### config.mk
export PLATFORM = sky130hd
export DESIGN_NAME = issue_scheduler
export DESIGN_NICKNAME = d
export VERILOG_FILES = /design/src/rtl/issue_scheduler_pkg.sv /design/src/rtl/issue_scheduler_reg_hazard_chk.sv /design/src/rtl/issue_scheduler.sv
export SDC_FILE = /design/constraint.sdc
export NUM_CORES = 1
export LEC_CHECK = 0
export BUFFER_PORTS_ARGS = -buffer_cell sky130_fd_sc_hd__buf_4
export CORE_MARGIN = 3
export CORE_UTILIZATION = 55
export DETAILED_ROUTE_END_ITERATION = 6
export PLACE_DENSITY = 0.83
export SYNTH_ARGS = -nofsm -noshare
export SYNTH_HDL_FRONTEND = slang
export SYNTH_SLANG_ARGS = --single-unit
export TNS_END_PERCENT = 1
### constraint.sdc
create_clock -name clk -period 2.9 [get_ports clk]
set_input_delay 0.145 -clock clk [delete_from_list [all_inputs] [get_ports clk]]
set_output_delay 0.145 -clock clk [all_outputs]
set_load 0.005 [all_outputs]
### src/rtl/issue_scheduler_pkg.sv
// Shared types for the dual-issue scheduler: decoded issue info and stage trackers.
// Register width is fixed here so the decoder and scheduler agree on packing.
package issue_scheduler_pkg;

  localparam int REG_ADDR_W = 5;

  typedef logic [REG_ADDR_W-1:0] reg_idx_t;

  typedef struct packed {
    reg_idx_t rs1;
    reg_idx_t rs2;
    reg_idx_t rd;
    logic     wen;
    logic     long;    // load, mul/div, CSR read: forwardable from WB only
    logic     mem;
    logic     branch;
    logic     serial;
  } issue_info_t;

  typedef struct packed {
    logic     valid;
    reg_idx_t rd;
    logic     long;
  } trk_t;

  // Only real register writes are tracked; r0 and non-writers never create hazards.
  function automatic trk_t mk_trk(input issue_info_t inst, input logic issued);
    trk_t t;
    t.valid = issued & inst.wen & (inst.rd != '0);
    t.rd    = inst.rd;
    t.long  = inst.long;
    return t;
  endfunction

endpackage

### src/rtl/issue_scheduler_reg_hazard_chk.sv
// Source-operand hazard check against the EX/M1 trackers; purely combinational.
// Only long-latency producers block, since ALU results forward from M1.
module reg_hazard_chk
  import issue_scheduler_pkg::*;
(
  input  reg_idx_t   src_i,
  input  trk_t [3:0] trk_i,
  output logic       blocked_o
);

  always_comb begin
    blocked_o = 1'b0;
    for (int i = 0; i < 4; i++) begin
      if ((src_i != '0) && trk_i[i].valid && trk_i[i].long && (trk_i[i].rd == src_i)) begin
        blocked_o = 1'b1;
      end
    end
  end

endmodule

### src/rtl/issue_scheduler.sv
// In-order dual-issue controller: issue_num_o is combinational, EX/M1 trackers update each edge.
// mem_stall_i freezes all state and issues nothing; the front end re-presents unconsumed slots.
module issue_scheduler
  import issue_scheduler_pkg::*;
#(
  parameter bit DUAL_EN = 1'b1
) (
  input  logic              clk,
  input  logic              rst_n,
  input  issue_info_t [1:0] inst_i,
  input  logic [1:0]        inst_valid_i,
  input  logic              mem_stall_i,
  input  logic              flush_i,
  input  logic [1:0]        ex_kill_i,
  output logic [1:0]        issue_num_o,
  output logic              backend_stall_o,
  output logic [1:0]        ex_valid_o
);

  trk_t [1:0] ex_trk_q, ex_trk_d;
  trk_t [1:0] m1_trk_q, m1_trk_d;
  logic [1:0] ex_valid_q, ex_valid_d;

  trk_t [3:0] trk_all;
  logic [1:0] blk_rs1, blk_rs2;
  logic       pipe_busy;
  logic       intra_raw;
  logic       slot0_go, slot1_go;

  assign trk_all = {m1_trk_q, ex_trk_q};

  for (genvar s = 0; s < 2; s++) begin : g_slot
    reg_hazard_chk u_chk_rs1 (
      .src_i     (inst_i[s].rs1),
      .trk_i     (trk_all),
      .blocked_o (blk_rs1[s])
    );
    reg_hazard_chk u_chk_rs2 (
      .src_i     (inst_i[s].rs2),
      .trk_i     (trk_all),
      .blocked_o (blk_rs2[s])
    );
  end

  assign pipe_busy = ex_trk_q[0].valid | ex_trk_q[1].valid
                   | m1_trk_q[0].valid | m1_trk_q[1].valid;

  assign intra_raw = inst_i[0].wen && (inst_i[0].rd != '0)
                   && ((inst_i[0].rd == inst_i[1].rs1) || (inst_i[0].rd == inst_i[1].rs2));

  always_comb begin
    slot0_go = inst_valid_i[0] && !mem_stall_i && !flush_i
            && !blk_rs1[0] && !blk_rs2[0]
            && (!inst_i[0].serial || !pipe_busy);

    // A serial op in slot0 must go alone; a branch always closes its pair.
    slot1_go = slot0_go && DUAL_EN && inst_valid_i[1]
            && !blk_rs1[1] && !blk_rs2[1]
            && !intra_raw
            && !(inst_i[0].mem && inst_i[1].mem)
            && !inst_i[1].serial && !inst_i[0].serial
            && !inst_i[0].branch;

    issue_num_o = slot1_go ? 2'd2 : (slot0_go ? 2'd1 : 2'd0);
  end

  assign backend_stall_o = mem_stall_i | (inst_valid_i[0] & (issue_num_o == 2'd0));
  assign ex_valid_o      = ex_valid_q;

  always_comb begin
    ex_trk_d   = ex_trk_q;
    m1_trk_d   = m1_trk_q;
    ex_valid_d = ex_valid_q;
    if (!mem_stall_i) begin
      for (int i = 0; i < 2; i++) begin
        m1_trk_d[i]       = ex_trk_q[i];
        m1_trk_d[i].valid = ex_trk_q[i].valid & ~ex_kill_i[i];
      end
      ex_trk_d[0] = mk_trk(inst_i[0], slot0_go);
      ex_trk_d[1] = mk_trk(inst_i[1], slot1_go);
      ex_valid_d  = {slot1_go, slot0_go};
    end
  end

  always_ff @(posedge clk or negedge rst_n) begin
    if (!rst_n) begin
      ex_trk_q   <= '0;
      m1_trk_q   <= '0;
      ex_valid_q <= '0;
    end else begin
      ex_trk_q   <= ex_trk_d;
      m1_trk_q   <= m1_trk_d;
      ex_valid_q <= ex_valid_d;
    end
  end

endmodule

==> results of run 1 <==
==> per-layer routing <==
metal,vias to the layer above,global-route usage,share of wire
met3,13,0.0479,0.062
li1,923,-,-
met1,986,0.330,0.43
met2,70,0.395,0.49
met4,0,0.0785,0.018
met5,-,0,0
==> Yosys cell counts (4+ instances only) <==
cell type                   n  area [sq um]
sky130_fd_sc_hd__xor2_1    16           140
sky130_fd_sc_hd__mux2_2    24           270
sky130_fd_sc_hd__nand2_1   11          41.3
sky130_fd_sc_hd__nor3_1    19          95.1
sky130_fd_sc_hd__buf_2     33           165
sky130_fd_sc_hd__nand4_1   16           100
sky130_fd_sc_hd__clkbuf_1  11          41.3
sky130_fd_sc_hd__xnor2_1   74           648
sky130_fd_sc_hd__dfrtp_1   30           751
sky130_fd_sc_hd__nor2_1     7          26.3
sky130_fd_sc_hd__or4_1      4          30.0
==> state kept, by name, indices dropped and copies added (netlist names) <==
name        count
ex_valid_o      2
m1_trk_q       14
ex_trk_q       14
==> worst max-delay path: cells and delay by family, from the launching register on <==
family          cells  cell delay (ns)
flops               1             0.51
buf+inv             2             0.17
xor+xnor            1             0.19
simple gates        4             1.00
compound gates      1             0.18
==> logic make-up after synthesis <==
logic type	count (synthesis)
DFF	30
muxes	24
and+or+nand+nor	69
buffers and inverters	46
AOI/OAI and AO/OA	13
xor gates and xnor gates	90
==> per-stage QoR <==
step	instances	setup WS [ns]	power (mW)	hold WS (ns)
2_1_floorplan	272	0.955	0.833	-0.151
3_3_place_gp	328	0.738	0.904	0.0903
3_5_place_dp	328	0.724	0.924	0.0996
4_1_cts	336	0.424	1.24	0.0572
5_1_grt	336	0.318	1.30	0.0624
6_report	336	0.423	1.23	0.0588
==> worst paths after layout <==
path | from | endpoint | depth (start not counted)
max in group asynchronous | rst_n | ex_trk_q[0] | 2
hold / removal | ex_kill_i[1] | m1_trk_q[13] | 2
hold reg to reg | ex_valid_o[1] | ex_valid_o[1] | 2
min in group asynchronous | rst_n | ex_trk_q[5] | 2
setup / recovery | ex_trk_q[12] | issue_num_o[1] | 8
setup reg to reg | ex_trk_q[12] | ex_trk_q[13] | 7
==> cells in the final DEF (no fill, tap or decap), types with 2 or more instances in the layout <==
cell and instances:
sky130_fd_sc_hd__or4_1 4, sky130_fd_sc_hd__nand2b_1 2, sky130_fd_sc_hd__xor2_1 16, sky130_fd_sc_hd__buf_4 51, sky130_fd_sc_hd__nand2_1 11, sky130_fd_sc_hd__nor3_1 19, sky130_fd_sc_hd__nand4_1 16, sky130_fd_sc_hd__clkinv_2 2
sky130_fd_sc_hd__mux2_2 24, sky130_fd_sc_hd__o21ai_0 3, sky130_fd_sc_hd__clkbuf_8 5, sky130_fd_sc_hd__xnor2_1 74, sky130_fd_sc_hd__nor2_1 7, sky130_fd_sc_hd__dfrtp_1 30, sky130_fd_sc_hd__a21oi_1 2, sky130_fd_sc_hd__nor4_1 3
sky130_fd_sc_hd__nand3_1 3
==> area by class of cell <==
cell class / count / share of cell area
timing repair buffer: 52 / 0.139
inverter: 1 / 0.00133
clock buffer: 5 / 0.0243
multi-input combinational: 196 / 0.545
sequential: 30 / 0.265
clock inverter: 2 / 0.00354
tap: 50 / 0.0221
==> power by group through the flow <==
stage | Sequential, mW | Clock [mW] | Combinational, mW
2_1_floorplan | 0.480 | 0 | 0.353
3_3_place_gp | 0.559 | 0 | 0.345
3_5_place_dp | 0.562 | 0 | 0.362
4_1_cts | 0.554 | 0.319 | 0.365
5_1_grt | 0.564 | 0.341 | 0.400
6_report | 0.558 | 0.311 | 0.363
==> repair_timing <==
item | CTS | global route
gates resized for setup | 0 | 0
endpoints found under the hold margin | 30 | 0
hold buffers | 1 | 0
==> results summary, run 1 <==
The clock transition at the registers of the reported paths came out at 0.06 ns. In this run the remaining antenna-violating nets after routing total 0. By area, the combinational part of the netlist is dominated by XOR/XNOR gates.

The synthesized design contains 0 enable-type register cells. In this run the worst path has a maximum fanout of 6. VDD sags by at most between 0.0003 and 0.0004 V. The repair_antennas step left the layout with diodes totalling 0. The combined global-route utilization of all metal layers is 0.245.

The post-synth net total is 320. The critical path goes through xnor2_1 -> nand4_1 -> nor3_1 -> nor4_1 -> o221ai_2 -> or4_4 -> inv_1 -> buf_4. The number of failing setup endpoints in the final timing report came out at 0.

The multi-input logic area came out at 1540 sq um. The leading register cell type out of synthesis is sky130_fd_sc_hd__dfrtp_1. The number of cell rows came out at 23. The count of filler cells inserted in the layout came out at about 360. The port buffer count came out at 51. The analysis attributes to net switching a power of 0.392 mW. The slew at the pin closest to its max-slew limit is ~0.47 ns. The final worst-path cycle share came out at 0.854. The total area of sequential cells came out at 751 sq um. The category of the critical setup timing path is register to output port.

TritonCTS built the clock tree. The power density over cell area is 435 nW/um^2. The detailed placement HPWL came out at 4610 um. Of the synthesized area, sequential elements account for 0.299. The total clock buffers created by CTS is 5. The tool flagged a number of max-cap violations equal to 0. The first detailed-routing pass took 4 iterations. The worst pin sits at a relative slew slack of 0.685. The slowest stage of the critical path is the sky130_fd_sc_hd__dfrtp_1 cell.

Synthesis inferred 30 register bits. Yosys mapped the design onto 30 distinct sky130hd cell types. The number of design rule violations left after detail routing came out at 0.

At the later pin of the worst-skew pair, clock insertion delay measures about 0.28 ns. The synthesized-area fraction occupied by ao, oa, aoi and oai cells came out at 0.0414. Clock skew on the completed layout was measured at 0.00750 ns. After detailed placement, the total cell area comes to 2740 sq um.

The detail-routed via count per cell is 5.93. The residual overflow from global routing came out at 0. The area growth from synthesis to layout came out at 12.8%. The time the worst path needs with I/O delays and setup is 2.48 ns. In the final routed layout, each cell accounts on average for 18.2 um. The instance count of the mapped netlist came out at 272.

The first-pass GRT wire length is 10,000 um. The worst setup path is captured at an output port. The H-tree was split into 2 levels. The combinational share of power is 0.295. Measured along the y axis, the die boundary spans 73.6 um.

The flow ran to the end, and the final reports show no timing, DRC or antenna violations. The I/O pin count is 53. The DRC marker count from the first detailed-route iteration is 109.

The clock root buffer master is sky130_fd_sc_hd__clkbuf_8. The overall via count from detail_route is 1,992. The average instance in the mapped netlist occupies 9.23 sq um. The post-synthesis instance area is 2510 sq um. The synthesized-area fraction occupied by adder cells came out at 0. The share of total power dissipated in sequential elements is 0.453. The share of power burned in the clock network is 0.253.

The required arrival time at the worst endpoint is 2.76 ns. The worst setup path is launched from a register. Entering global routing, the biggest net connects 35 pins. Setup repair after global routing left no endpoint under its margin.

The number of max-slew violations in the final report came out at 0. The total wire length came out at 6110 um. The leakage power is 1.09 nW. The share of post-route cells with drive strength above 1 is 0.315. Of all flip-flops after synthesis, the portion carrying an async set or reset was 1.00.

Of the total synthesized cell area, the portion taken by AND, OR, NAND and NOR gates is 0.151. The number of antenna violations at the first check in global routing is 0. The number of global-route vias before repair is 2,046. The count of synthesis-stage warnings from yosys is 0.

The path class of the tightest hold or removal check is input port to register. The net count of the finished layout is 334. Of the total synthesized cell area, the portion taken by XOR and XNOR cells is 0.314. The setup slack on the worst flop-to-flop path is 0.81 ns. The placer congestion estimate came out at 0.946. The total negative slack is 0 ns. In this run the horizontal extent of the chip is 73.6 um. Derived from the worst setup path, the maximum achievable clock frequency is approximately 400 MHz. The largest stage delay on the critical path is 0.51 ns. The initial utilization of the core area, before any placement, comes to 0.598. The mux contribution to synthesized area is 0.108. The die outline area came out at approximately 5400 sq um.

The floorplan core area is 4200 sq um. For this design, the sink count on the clock tree is 30. The internal power of the cells totals 0.840 mW. The data arrival at the endpoint of the critical path is 2.33 ns. The clock passes through at most 2 buffers. The post-CTS setup repair buffer count came out at 0. The switching power as a share of total power came out at 0.318.

Once layout is done, the placed cells without fillers occupy 2830 sq um. The final core utilization came out at 0.674. The final number of hold-violating endpoints is 0.
No activity file was read; power rests on OpenSTA's default activity.
==> run 2: changes to the inputs <==
--- a/config.mk
+++ b/config.mk
@@ -6,10 +6,12 @@
 export NUM_CORES = 1
 export LEC_CHECK = 0
 export BUFFER_PORTS_ARGS = -buffer_cell sky130_fd_sc_hd__buf_4
+export CORE_ASPECT_RATIO = 1.2
 export CORE_MARGIN = 3
 export CORE_UTILIZATION = 55
 export DETAILED_ROUTE_END_ITERATION = 6
 export PLACE_DENSITY = 0.83
+export SETUP_SLACK_MARGIN = 0.3
 export SYNTH_ARGS = -nofsm -noshare
 export SYNTH_HDL_FRONTEND = slang
 export SYNTH_SLANG_ARGS = --single-unit
==> constraint.sdc (replaced) <==
create_clock -name clk -period 2.9 [get_ports clk]
set_input_delay 0.145 -clock clk [delete_from_list [all_inputs] [get_ports clk]]
set_output_delay 0.145 -clock clk [all_outputs]
set_load 0.05 [all_outputs]
==> run 2 against run 1 <==
  * Power increased by 0.76%
  * Flip-flop and latch count stayed put
  * Combinational power is 2% higher
  * Final cell count increased by 1.8%
  * Sequential power is 2% higher
  * Hold slack better by 0.0051 ns
  * Clock power fell by 2%
  * First-iteration DRC count grew 13%
  * Global-route usage rose by 0.32 points
  * Routed wire length increased by 2.3%
==> results summary, run 2 (same netlist as run 1, synthesis figures left out) <==
The worst slack at placement came out at 0.646 ns (was 0.724 ns). The detailed-route wire length per cell came out at 18.3 um (was 18.2 um). The detailed placement HPWL is 4550 um (was 4610 um). The number of cells after detailed placement is 334 (was 328). The data arrival at the endpoint of the critical path is 2.39 ns (was 2.33 ns). The slew at the pin closest to its max-slew limit was 0.405 ns (was 0.469 ns).

The placer congestion estimate came out at 0.891 (was 0.946). The category of the critical setup timing path is register to output port (unchanged). The TritonCTS clock tree is done (unchanged). The detail-routed via count per cell was 5.80 (was 5.93). The area growth from synthesis to layout is 13.2% (was 12.8%). The I/O pin count was 53 (unchanged). The type of element capturing the critical path is an output port (unchanged). The required arrival time at the worst endpoint came out at 2.76 ns (about the same). The tightest slew margin relative to the limit came out at 0.730 (was 0.685). The share of power burned in the clock network is 0.245 (was 0.253). The number of diodes came out at 0 (unchanged). The die outline area came out at 5420 sq um (was 5410 sq um). The number of cell instances on the worst register-to-register path is 7 (unchanged). The setup slack on the worst flop-to-flop path is 0.85 ns (was 0.81 ns). The worst clock skew is 0.00406 ns (was 0.00750 ns). The share of post-route cells with drive strength above 1 came out at 0.311 (was 0.315).

The number of design rule violations left after detail routing is 0 (unchanged). The leakage power is 1.08 nW (was 1.09 nW). The net count of the finished layout was 334 (unchanged). The number of optimization iterations in the first detailed-route pass came out at 4 (unchanged).

The number of cell rows came out at 26 (was 23). The final worst-path cycle share was 0.874 (was 0.854). The floorplan core area was 4330 sq um (was 4200 sq um). The endpoint of the lowest-slack register-to-register path is ex_trk_q[13] (unchanged). The largest stage delay on the critical path came to 0.52 ns (was 0.51 ns).

The deepest clock path buffer count is 2 (unchanged). The depth of the worst hold-timing path is 2 (unchanged). The port buffer count came out at 51 (unchanged). The total power consumption of the routed design is 1.24 mW (was 1.23 mW). The critical-path maximum fanout is 6 (unchanged). The time the worst path needs with I/O delays and setup is 2.53 ns (was 2.48 ns). The number of global-route vias before repair is 2,006 (was 2,046). The end point of the critical path was issue_num_o[1] (unchanged). The net switching component of the power is 0.397 mW (was 0.392 mW).

The max-capacitance violation count is 0 (unchanged). The internal power of the cells is 0.845 mW (was 0.840 mW). The vertical die dimension came out at 80.0 um (was 73.6 um). The power density over cell area was 437 nW/um^2 (was 435 nW/um^2). The worst min-delay path category is input port to register (unchanged). The reg-to-reg startpoint is ex_trk_q[12] (unchanged).

The clock root buffer master is sky130_fd_sc_hd__clkbuf_8 (unchanged). The number of failing setup endpoints in the final timing report came out at 0 (unchanged). The worst IR drop on VDD came to 0.000331 V (was 0.000348 V). The final worst-path setup slack came out at 0.367 ns (was 0.423 ns). Result of the run: finished clean (unchanged). The category of the worst setup path launch point is a register (unchanged). RSZ-0062 raised after global routing: yes (was no). The chip width is 67.7 um (was 73.6 um). The start point of the critical path is ex_trk_q[12] (unchanged). The switching power as a share of total power is 0.319 (was 0.318). The residual overflow from global routing is 0 (unchanged). The depth of the CTS H-tree is 2 (unchanged). The initial cell density of the core came out at 0.580 (was 0.598). The highest attainable clock frequency was 395 MHz (was 404 MHz). Critical path, cell by cell: xnor2_1 -> nand4_1 -> nor3_1 -> nor4_1 -> o221ai_2 -> or4_4 -> inv_1 -> buf_4 (unchanged). The pin count of the biggest net entering global routing is 35 (unchanged).

The number of standard cells in the final layout excluding fillers is 342 (was 336). The post-CTS setup repair buffer count came out at 0 (unchanged). The worst-skew pair later-pin latency came to 0.28 ns (about the same).

The DRC marker count from the first detailed-route iteration came out at 123 (was 109). The commonest non-fill, non-tap cell in the layout is sky130_fd_sc_hd__xnor2_1 (unchanged). The total wire length is 6250 um (was 6110 um). The first-pass GRT wire length came out at 9910 um (was 10,000 um). Highest-count cells in the layout ignoring fill and taps: sky130_fd_sc_hd__xnor2_1 (74), sky130_fd_sc_hd__buf_4 (51), sky130_fd_sc_hd__dfrtp_1 (30) (unchanged). The sequential power share is 0.458 (was 0.453). The total negative slack came to 0 ns (unchanged).

The standard cell with the maximum stage delay on the critical path is sky130_fd_sc_hd__dfrtp_1 (unchanged). The clock transition at the registers of the reported paths came out at 0.06 ns (about the same). The total clock buffers created by CTS came out at 5 (unchanged). The remaining antenna violation count came out at 0 (unchanged). The combinational share of power is 0.298 (was 0.295). The number of antenna violations at the first check in global routing came out at 0 (unchanged). The overall via count from detail_route is 1,985 (was 1,992). The final core utilization came out at 0.657 (was 0.674). The sink count of the clock tree was 30 (unchanged). The combined global-route utilization of all metal layers is 0.248 (was 0.245). The number of max-slew violations in the final report is 0 (unchanged). The final number of hold-violating endpoints came out at 0 (unchanged).
## run 2: changes by cell type in the layout (fill, tap and decap cells not counted), sizes merged
cell | before | now
clkbuf | 5 | 7
clkinv | 2 | 0
## run 2: timing repair
action | CTS | global route
hold buffers | 1 | 0
resized for setup | 0 | 1
endpoints found under the setup margin | 0 | 2
endpoints found under the hold margin | 30 | 0
## run 2: through the flow
stage / hold slack [ns] / instance area, sq um
floorplan: -0.151 / 2510
global placement: 0.0946 / 2750
CTS: 0.0545 / 2840
detailed placement: 0.0929 / 2750
global route: 0.0593 / 2840
finish: 0.0639 / 2840
## run 2: power by group through the flow
stage	Clock (mW)	Sequential (mW)	Combinational [mW]
floorplan	0	0.484	0.360
global placement	0	0.571	0.355
detailed placement	0	0.573	0.368
CTS	0.311	0.566	0.371
global route	0.330	0.572	0.403
finish	0.304	0.568	0.369
## run 2: worst min path at each step
stage | from | to | slack, ns
3_5_place_dp | rst_n | m1_trk_q[12] | 0.09
5_1_grt | ex_kill_i[0] | m1_trk_q[6] | 0.06
3_3_place_gp | rst_n | ex_valid_o[1] | 0.09
2_1_floorplan | rst_n | ex_trk_q[0] | -0.15
6_report | ex_kill_i[0] | m1_trk_q[6] | 0.06
4_1_cts | ex_kill_i[0] | m1_trk_q[6] | 0.05
## run 2: metal layers
metal,global-route usage,share of wire,up-vias
met1,0.308,0.39,945
met2,0.415,0.51,94
met5,0,0,-
li1,-,-,927
met4,0.103,0.028,0
met3,0.0423,0.071,19
## run 2: cell type report
class / instances / area, sq um
clock buffers: 7 / 76.3
repair buffers: 52 / 393
flip-flops and latches: 30 / 751
multi-input cells: 196 / 1550
well taps: 56 / 70.1
inverters: 1 / 3.75
fillers: 364 / 1490
## run 2: critical path: cells and delay by family (launching register included)
| kind | cells | cell delay, ns |
|---|---|---|
| flip-flops | 1 | 0.52 |
| buffers and inverters | 2 | 0.26 |
| AO/OA/AOI/OAI | 1 | 0.17 |
| XOR/XNOR | 1 | 0.19 |
| AND/OR/NAND/NOR | 4 | 0.96 |
==> run 3: changes to the inputs <==
--- a/config.mk
+++ b/config.mk
@@ -5,7 +5,7 @@
 export SDC_FILE = /design/constraint.sdc
 export NUM_CORES = 1
 export LEC_CHECK = 0
-export BUFFER_PORTS_ARGS = -buffer_cell sky130_fd_sc_hd__buf_4
+export BUFFER_PORTS_ARGS = -buffer_cell sky130_fd_sc_hd__buf_2
 export CORE_ASPECT_RATIO = 1.2
 export CORE_MARGIN = 3
 export CORE_UTILIZATION = 55
==> constraint.sdc (replaced) <==
create_clock -name clk -period 3 [get_ports clk]
set_input_delay 0.15 -clock clk [delete_from_list [all_inputs] [get_ports clk]]
set_output_delay 0.15 -clock clk [all_outputs]
set_load 0.05 [all_outputs]
==> run 3 against run 2 <==
  * Clock power is 8.2% higher
  * Register-to-register slack better by 0.11 ns
  * Sequential share of layout area is 1.0 points higher
  * Routed wire length is 1.1% lower
  * Critical path depth stayed put
  * Global-route usage is 0.38 points higher
  * Hold slack worse by 0.011 ns
==> results summary, run 3 (same netlist as run 1, synthesis figures left out) <==
The required arrival time at the worst endpoint came out at 2.85 ns (was 2.76 ns). The placer congestion estimate was 0.908 (was 0.891). The chip width is 67.7 um (unchanged). The number of max-slew violations in the final report is 0 (unchanged).

The instance count on the critical path came out at 8 (unchanged). The number of optimization iterations in the first detailed-route pass came out at 4 (unchanged). The final worst-path cycle share is 0.851. The pin count of the biggest net entering global routing is 35 (unchanged). The largest stage delay on the critical path is 0.50 ns (was 0.52 ns). RSZ-0062 raised after global routing: no (was yes). The category of the critical setup timing path is register to output port (unchanged).

The detailed-route wire length per cell was 18.0 um (was 18.3 um). The initial cell density of the core came out at 0.580 (unchanged). The final number of hold-violating endpoints is 0 (unchanged). The total negative slack came out at 0 ns (unchanged). The TritonCTS clock tree is done (unchanged).

The die outline area came to 5420 sq um (unchanged). The number of global-route vias before repair was 1,999 (was 2,006). The depth of the CTS H-tree is 2 (unchanged). The number of antenna violations at the first check in global routing was 0 (unchanged). The number of diodes is 0 (unchanged).

The post-CTS setup repair buffer count came out at 0 (unchanged). The number of cell instances on the worst register-to-register path came out at 7 (unchanged). The number of buffers and inverters on the critical path is 2 (unchanged).

The clock transition at the registers of the reported paths came to 0.06 ns (about the same). The final core utilization came out at 0.634 (was 0.657). The critical-path maximum fanout was 5 (was 6).

The vertical die dimension is 80.0 um (unchanged). The number of standard cells in the final layout excluding fillers is 344 (was 342). The residual overflow from global routing was 0 (unchanged). The max-capacitance violation count came to 0 (unchanged).

For this run, the top clock speed supported by timing is 392 MHz. The total wire length is 6180 um (was 6250 um). The start point of the critical path is m1_trk_q[12] (was ex_trk_q[12]). The end point of the critical path is issue_num_o[1] (unchanged).

The power density over cell area came out at 445 nW/um^2 (was 437 nW/um^2). The floorplan core area is 4330 sq um (unchanged). The remaining antenna violation count was 0 (unchanged). The leakage power is 1.06 nW (was 1.08 nW).

The clock root buffer master was sky130_fd_sc_hd__clkbuf_8 (unchanged). The detail-routed via count per cell came out at 5.85 (was 5.80). The share of post-route cells with drive strength above 1 came out at 0.326 (was 0.311). The worst clock skew is 0.00489 ns (was 0.00406 ns). The number of failing setup endpoints in the final timing report is 0 (unchanged).

The overall via count from detail_route is 2,014 (was 1,985). The worst IR drop on VDD came out at 0.000405 V (was 0.000331 V). The worst min-delay path category was input port to register (unchanged).

The area growth from synthesis to layout was 9.22% (was 13.2%). The total clock buffers created by CTS came to 5 (unchanged). The category of cells accounting for the largest share of critical-path delay is simple AND/OR/NAND/NOR gates (unchanged). Result of the run: finished clean (unchanged). The tightest slew margin relative to the limit came out at 0.538 (was 0.730).

The first-pass GRT wire length came out at 10000 um (was 9910 um). The combined global-route utilization of all metal layers came out at 0.252 (was 0.248). The port buffer count was 51 (unchanged). The number of design rule violations left after detail routing came to 0 (unchanged). The slew at the pin closest to its max-slew limit is 0.693 ns (was 0.405 ns).

The category of the worst setup path launch point was a register (unchanged). Critical path, cell by cell: xnor2_1 -> nand4_1 -> nor3_1 -> nor4_2 -> o221ai_2 -> or4_4 -> inv_1 -> clkbuf_4 (was xnor2_1 -> nand4_1 -> nor3_1 -> nor4_1 -> o221ai_2 -> or4_4 -> inv_1 -> buf_4). The type of element capturing the critical path is an output port (unchanged). The deepest clock path buffer count came to 2 (unchanged). The sink count of the clock tree came to 30 (unchanged). The net count of the finished layout came out at 335 (was 334). The I/O pin count is 53 (unchanged). The DRC marker count from the first detailed-route iteration is 157 (was 123). The number of cells after detailed placement came out at 335 (was 334). Highest-count cells in the layout ignoring fill and taps: sky130_fd_sc_hd__xnor2_1 (74), sky130_fd_sc_hd__buf_2 (50), sky130_fd_sc_hd__dfrtp_1 (28) (was sky130_fd_sc_hd__xnor2_1 (74), sky130_fd_sc_hd__buf_4 (51), sky130_fd_sc_hd__dfrtp_1 (30)). The data arrival at the endpoint of the critical path came to 2.40 ns (was 2.39 ns).

The endpoint of the lowest-slack register-to-register path is ex_trk_q[13] (unchanged). The standard cell with the maximum stage delay on the critical path is sky130_fd_sc_hd__dfrtp_1 (unchanged). The reg-to-reg startpoint is m1_trk_q[12] (was ex_trk_q[12]). The worst-skew pair later-pin latency is 0.28 ns (about the same). The number of cell rows was 26 (unchanged). The setup slack on the worst flop-to-flop path came out at 0.96 ns (was 0.85 ns). The smallest clock period supported by the final layout is computed as ~2.6 ns. The detailed placement HPWL came out at 4460 um (was 4550 um).

The commonest non-fill, non-tap cell in the layout was sky130_fd_sc_hd__xnor2_1 (unchanged).
## run 3: cell types whose count changed in the layout (fill, tap and decap cells not counted)
cell,previous run,this run
sky130_fd_sc_hd__buf_4,51,1
sky130_fd_sc_hd__nor4_2,1,2
sky130_fd_sc_hd__dfrtp_2,0,2
sky130_fd_sc_hd__buf_2,0,50
sky130_fd_sc_hd__nor3_2,1,0
sky130_fd_sc_hd__clkinv_2,0,1
sky130_fd_sc_hd__clkbuf_4,0,1
sky130_fd_sc_hd__nor4_1,3,2
sky130_fd_sc_hd__clkbuf_8,5,6
sky130_fd_sc_hd__nor3_1,18,19
sky130_fd_sc_hd__clkbuf_1,2,1
sky130_fd_sc_hd__dfrtp_1,30,28
## run 3: worst register-to-register path, stage by stage, from the launching register on
cell	delay (ns)
sky130_fd_sc_hd__dfrtp_1	0.50
sky130_fd_sc_hd__xnor2_1	0.20
sky130_fd_sc_hd__nand4_1	0.11
sky130_fd_sc_hd__nor3_1	0.07
sky130_fd_sc_hd__nor4_2	0.35
sky130_fd_sc_hd__o221ai_2	0.16
sky130_fd_sc_hd__or4_4	0.45
sky130_fd_sc_hd__o21ai_2	0.14
## run 3: worst min path at each step
stage | from | end | slack (ns) | cells after the start
after floorplan | rst_n | ex_trk_q[0] | -0.15 | 0
after global placement | rst_n | ex_valid_o[1] | 0.22 | 1
after detailed placement | rst_n | ex_valid_o[0] | 0.22 | 1
after CTS | ex_kill_i[0] | m1_trk_q[6] | 0.05 | 2
after global routing | ex_kill_i[0] | m1_trk_q[6] | 0.05 | 2
final | ex_kill_i[0] | m1_trk_q[6] | 0.05 | 2
## run 3: repair_timing
action	CTS	global route
endpoints found under the setup margin	0	1
hold buffers	1	0
gates resized for setup	0	4
hold endpoints to repair	30	0
## run 3: metal layers
| layer | track usage | vias up | wire length [um] |
|---|---|---|---|
| li1 | - | 929 | - |
| met4 | 0.134 | 0 | 220 |
| met3 | 0.0380 | 19 | 487 |
| met1 | 0.342 | 958 | 2440 |
| met2 | 0.380 | 108 | 3030 |
| met5 | 0 | - | 0 |
## run 3: final cells by class
type                    count  area (sq um)
well taps                  56          70.1
clock inverters             1          5.00
inverters                   1          3.75
fillers                   369          1580
repair buffers             53           275
flip-flops and latches     30           753
clock buffers               7          86.3
multi-input cells         196          1550
## run 3: per-stage QoR
| step | hold slack (ns) | setup WS (ns) | total power [mW] | cell area [sq um] |
|---|---|---|---|---|
| floorplan | -0.146 | 0.934 | 0.816 | 2510 |
| global placement | 0.220 | 0.692 | 0.873 | 2630 |
| detailed placement | 0.222 | 0.697 | 0.890 | 2630 |
| CTS | 0.0541 | 0.423 | 1.22 | 2730 |
| global route | 0.0479 | 0.321 | 1.29 | 2740 |
| finish | 0.0531 | 0.448 | 1.22 | 2740 |
## run 3: report_power, final
| part | switching, mW | leakage [nW] | internal, mW | total [mW] |
|---|---|---|---|---|
| Combinational | 0.151 | 0.648 | 0.191 | 0.343 |
| Sequential | 0.102 | 0.361 | 0.448 | 0.550 |
| Clock | 0.145 | 0.0482 | 0.185 | 0.329 |
